==> src/rtl/tanh_share_arbiter.sv <==
// Round-robin share of one fixed-latency tanh unit among NUM_REQ requesters.
// A tag/valid shadow pipe steers each result back; a drain FSM quiesces the unit.
module tanh_share_arbiter #(
   parameter int NUM_REQ      = 4,
   parameter int DATA_W       = 16,
   parameter int TANH_LATENCY = 5
) (
   input  logic                                 clock,
   input  logic                                 reset,
   input  logic [NUM_REQ-1:0]                   req_valid,
   input  logic [NUM_REQ*DATA_W-1:0]            req_data,
   output logic [NUM_REQ-1:0]                   req_ready,
   output logic [DATA_W-1:0]                    tanh_in_data,
   input  logic [DATA_W-1:0]                    tanh_out_data,
   output logic [NUM_REQ-1:0]                   resp_valid,
   output logic [DATA_W-1:0]                    resp_data,
   input  logic                                 drain_req,
   output logic                                 drain_done,
   output logic [$clog2(TANH_LATENCY+1)-1:0]    inflight
);

   localparam int TAG_W = $clog2(NUM_REQ);
   localparam int INF_W = $clog2(TANH_LATENCY+1);

   typedef enum logic [1:0] {RUN, DRAIN, DRAINED} state_t;

   state_t                    state_q, state_d;
   logic [TAG_W-1:0]          rr_ptr_q, rr_ptr_d;
   logic [TANH_LATENCY-1:0]   shadow_vld_q, shadow_vld_d;
   logic [TAG_W-1:0]          shadow_tag_q [TANH_LATENCY];
   logic [TAG_W-1:0]          shadow_tag_d [TANH_LATENCY];
   logic [NUM_REQ-1:0]        resp_valid_q, resp_valid_d;
   logic [DATA_W-1:0]         resp_data_q, resp_data_d;
   logic [INF_W-1:0]          inflight_q, inflight_d;

   logic                      grant_found;
   logic [TAG_W-1:0]          grant_idx;
   logic [TAG_W-1:0]          cand;
   logic                      accept;
   logic                      tail_vld;
   logic [TAG_W-1:0]          tail_tag;

   function automatic logic [TAG_W-1:0] wrap_inc(input logic [TAG_W-1:0] v);
      if (v == TAG_W'(NUM_REQ-1)) return '0;
      return v + TAG_W'(1);
   endfunction

   assign tail_vld = shadow_vld_q[TANH_LATENCY-1];
   assign tail_tag = shadow_tag_q[TANH_LATENCY-1];

   // Arbitration: first valid requester at or after rr_ptr, wrapping.
   always_comb begin
      grant_found = 1'b0;
      grant_idx   = '0;
      cand        = rr_ptr_q;
      for (int k = 0; k < NUM_REQ; k++) begin
         if (!grant_found && req_valid[cand]) begin
            grant_found = 1'b1;
            grant_idx   = cand;
         end
         cand = wrap_inc(cand);
      end
      accept       = (state_q == RUN) && !drain_req && grant_found;
      req_ready    = '0;
      tanh_in_data = '0;
      if (accept) begin
         req_ready[grant_idx] = 1'b1;
         tanh_in_data         = req_data[int'(grant_idx)*DATA_W +: DATA_W];
      end
   end

   // Shadow pipe, response capture, occupancy and pointer update.
   always_comb begin
      shadow_vld_d[0] = accept;
      shadow_tag_d[0] = grant_idx;
      for (int i = 1; i < TANH_LATENCY; i++) begin
         shadow_vld_d[i] = shadow_vld_q[i-1];
         shadow_tag_d[i] = shadow_tag_q[i-1];
      end

      resp_valid_d = '0;
      resp_data_d  = resp_data_q;
      if (tail_vld) begin
         resp_valid_d[tail_tag] = 1'b1;
         resp_data_d            = tanh_out_data;
      end

      inflight_d = inflight_q;
      if (accept && !tail_vld)      inflight_d = inflight_q + INF_W'(1);
      else if (!accept && tail_vld) inflight_d = inflight_q - INF_W'(1);

      rr_ptr_d = accept ? wrap_inc(grant_idx) : rr_ptr_q;
   end

   // A lowered drain_req takes priority over reaching empty.
   always_comb begin
      state_d = state_q;
      case (state_q)
         RUN:     if (drain_req) state_d = DRAIN;
         DRAIN: begin
            if (!drain_req)                           state_d = RUN;
            else if (inflight_q == '0 && !tail_vld)   state_d = DRAINED;
         end
         DRAINED: if (!drain_req) state_d = RUN;
         default: state_d = RUN;
      endcase
   end

   always_ff @(posedge clock or posedge reset) begin
      if (reset) begin
         state_q      <= RUN;
         rr_ptr_q     <= '0;
         shadow_vld_q <= '0;
         for (int i = 0; i < TANH_LATENCY; i++) shadow_tag_q[i] <= '0;
         resp_valid_q <= '0;
         resp_data_q  <= '0;
         inflight_q   <= '0;
      end else begin
         state_q      <= state_d;
         rr_ptr_q     <= rr_ptr_d;
         shadow_vld_q <= shadow_vld_d;
         for (int i = 0; i < TANH_LATENCY; i++) shadow_tag_q[i] <= shadow_tag_d[i];
         resp_valid_q <= resp_valid_d;
         resp_data_q  <= resp_data_d;
         inflight_q   <= inflight_d;
      end
   end

   assign resp_valid = resp_valid_q;
   assign resp_data  = resp_data_q;
   assign inflight   = inflight_q;
   assign drain_done = (state_q == DRAINED);

endmodule

==> config.mk <==
export PLATFORM = sky130hd
export DESIGN_NAME = tanh_share_arbiter
export DESIGN_NICKNAME = d
export VERILOG_FILES = /design/src/rtl/tanh_share_arbiter.sv
export SDC_FILE = /design/constraint.sdc
export NUM_CORES = 1
export LEC_CHECK = 0
export BUFFER_PORTS_ARGS = -buffer_cell sky130_fd_sc_hd__buf_4
export CAP_MARGIN = 10
export CORE_MARGIN = 2
export CORE_UTILIZATION = 42
export DETAILED_ROUTE_END_ITERATION = 16
export GPL_TIMING_DRIVEN = 0
export PLACE_DENSITY = 0.8
export SETUP_SLACK_MARGIN = 0.02
export SLEW_MARGIN = 5
export SYNTH_ARGS = -nofsm -noshare
export SYNTH_HDL_FRONTEND = slang
export SYNTH_SLANG_ARGS = --single-unit
export TNS_END_PERCENT = 100
==> constraint.sdc <==
create_clock -name clock -period 3.1 [get_ports clock]
set_input_delay 0.465 -clock clock [delete_from_list [all_inputs] [get_ports clock]]
set_output_delay 0.465 -clock clock [all_outputs]
set_load 0.1 [all_outputs]
==> key figures <==
STA
  – Final period utilization: 108%
  – Final min period: 3.36 ns
  – Setup Viol. Count Final: 20
  – Slew HR: 45.6%
  – Worst Skew: around 0.011 ns
  – Min setup slack post-route: -0.261 ns
  – Setup TNS: -4.73 ns
  – Max Fclk: between 200 and 300 MHz
  – Unrepaired setup endpoints after global routing: yes
  – Final-report max-slew violation count: 0
  – Tightest Pin Transition: 0.815 ns
  – Fin. Hold Viols: 0

Drt
  – # DRC: 0
  – Post-route ant nets: 0
  – Vias per cell: ~5.8
  – Vias post-DR: 2601
  – First-pass iteration count of the detailed router: 4
  – Final wirelength: 9.85 mm
  – Mean routed wirelength per cell: about 22 um
  – DRT iter0 DRCs: 129

Die
  – Initial Util: roughly 44%
  – DIE AREA: slightly below 7000 um2
  – Chip width: about 83 um
  – Io pins: 131
  – Core Rows: 28
  – Total core area: around 6000 um2
  – Die Ht: between 80 and 90 um

Logic synthesis
  – Synthesized area: 2640 um2
  – Post-Synthesis Cells: about 220
  – Xor/xnor share of the synthesized area: approximately 1.3%
  – Post-synth net total: 312
  – Synth Area in Compound Gates: between 10% and 20%
  – Distinct cells, synth: 45
  – Post-synth EDFFs: 0
  – Seq/Total Area, Yosys: 39.8%
  – Post-synth ARST share: 100%
  – Post-synthesis simple-gate area fraction: between 10% and 20%
  – Syn_area_per_cell: roughly 12 um2
  – Post-synthesis adder-cell area fraction: 3.60%
  – FF+latch count, synth: 42
  – Largest family of logic cells by synthesized area: multiplexers
  – Most used DFF post-synth: dfrtp_1
  – Multiplexer share of the synthesized area: between 10% and 20%
  – Synth warn: 0

Status
  – Failing checks: setup timing
  – Outcome: finished with violations

Clock tree
  – CTS HTree Levels: 2
  – Clock buffer depth: 2
  – # hold bufs at CTS: 0
  – Clk_lat worst skew: about 0.30 ns
  – Sink Count: 42
  – Root Driver: clkbuf_8
  – Clock Pin Slew Worst Setup and Hold Paths: roughly 0.080 ns
  – CTS Buf Count: 5
  – CTS tree: built

Worst setup path
  – WP data arrival: roughly 2.9 ns
  – Flop2flop setup slack: ~0.010 ns
  – Worst Path Required: between 2 and 3 ns
  – CP endpoint kind: output pin
  – Worst setup path startpoint: rr_ptr_q[0]
  – FF-to-FF Start: rr_ptr_q[0]
  – FF-to-FF path depth: 15
  – Worst Path Max Fanout: 7
  – Crit Path Class: flip-flop to output pin
  – Worst R2R End: inflight[2]
  – Startpoint types: flip-flop

Finish
  – Post-route insts no fill: approximately 450
  – Synth-to-Final Area Change: 89.5%
  – Layout cells sized above 1: approximately three quarters
  – # nets final: 469
  – Fill cell count: ~280
  – Diodes inserted: 0
  – Finished Core Util: 83.5%

Global route
  – Grt total ovfl: 0
  – Pin count of the biggest net entering global routing: between 40 and 50
  – Initial antenna violation count: 0
  – GRT Util Overall: a little under a quarter
  – Vias in the first global route: 2692
  – First-pass GRT wire length: around 13 mm

Job
  – Max cap viols: 0

Placement
  – IO Port Bufs: between 100 and 150
  – RePlAce Congestion: approximately 0.81
  – HPWL Detailed: ~5.2 mm
  – Placed Cells incl. Taps: about 420

Worst hold path
  – HP Class: primary input to async pin
==> area by class of cell <==
class,instances,area (um2),share of cell area [%]
multi-input cells,146,1960,39.1
repair buffers,152,1510,30.2
flip-flops and latches,42,1050,21.0
plain buffers,23,274,5.48
well taps,75,93.8,1.88
clock buffers,6,72.6,1.45
inverters,5,28.8,0.575
clock inverters,2,13.8,0.275
==> state kept, by name, indices dropped and copies added (netlist names) <==
register      cells
resp_data        16
shadow_tag_d      8
shadow_vld_q      5
resp_valid        4
inflight          3
rr_ptr_q          2
state_q           2
tail_tag          2
==> cell usage in the layout (no fill, tap or decap), types with 3 or more instances in the layout <==
master / n
and3b_1: 4
a32oi_4: 3
buf_4: 120
nand2_1: 4
a32oi_2: 23
a32oi_1: 8
buf_6: 10
mux2_2: 21
buf_12: 27
o21ai_0: 4
dfrtp_1: 42
clkbuf_8: 5
mux2i_4: 17
buf_8: 8
nor3_1: 3
nor4b_4: 4
and2_4: 4
buf_2: 3
clkbuf_1: 3
nor2_1: 4
ha_4: 4
==> cells by family (layout without fill, tap and decap cells) <==
group / after synthesis / in the layout
AO/OA/AOI/OAI: 51 / 51
AND/OR/NAND/NOR: 41 / 41
buffers and inverters: 30 / 188
flip-flops: 42 / 42
adder cells (fa/ha/maj): 7 / 7
XOR/XNOR: 4 / 4
multiplexers: 43 / 43
==> critical path, cell delays in order (launching register included) <==
cell and delay, ns:
dfrtp_1 0.42, buf_6 0.16, buf_4 0.14, nor3b_2 0.18, nor4_4 0.34, o21ai_4 0.12, buf_6 0.15, a211oi_4 0.23
buf_6 0.19, buf_6 0.16, a32oi_1 0.09, mux2i_4 0.20, buf_12 0.20
==> Yosys cell counts (5+ instances only) <==
cell	number	share of area (%)
nor2_1	5	0.71
dfrtp_1	42	40
a32oi_1	34	11
mux2_2	22	9.4
buf_2	7	1.3
buf_6	12	5.1
mux2i_1	19	7.2
o21ai_0	5	0.95
ha_1	6	2.8
inv_1	5	0.71
==> layer usage <==
| metal | global-route usage (%) | part of all wire [%] | wire, um | vias to the layer above |
|---|---|---|---|---|
| met5 | 0 | 0 | 0 | - |
| met4 | 7.60 | 2.3 | 227 | 0 |
| met3 | 6.16 | 8.1 | 799 | 21 |
| li1 | - | - | - | 1156 |
| met1 | 27.3 | 38 | 3750 | 1270 |
| met2 | 41.6 | 52 | 5070 | 154 |
==> repair_timing <==
item,in CTS,in global routing
gates resized for setup,98,53
pin swaps,10,16
cloned,2,2
setup endpoints to repair,22,22
endpoints found under the hold margin,0,0
buffers inserted,8,12
==> through the flow <==
stage	hold WS [ns]	setup slack, ns	cell area (um2)
floorplan	0.331	-0.178	2880
global placement	0.333	-0.229	3940
detailed placement	0.335	-0.234	3940
CTS	0.351	-0.236	4590
global route	0.364	-0.322	5000
finish	0.343	-0.261	5000
==> how the worst max path moves through the flow <==
stage	slack [ns]	cells after the start	end
finish	-0.26	12	tanh_in_data[15]
global route	-0.32	12	req_ready[1]
CTS	-0.24	12	req_ready[3]
detailed placement	-0.23	12	req_ready[3]
global placement	-0.23	12	req_ready[3]
floorplan	-0.18	9	tanh_in_data[0]
Power is left out: the tool's default activity adds up to more than one toggle a clock period on the data nets, which glitch-free logic cannot reach.
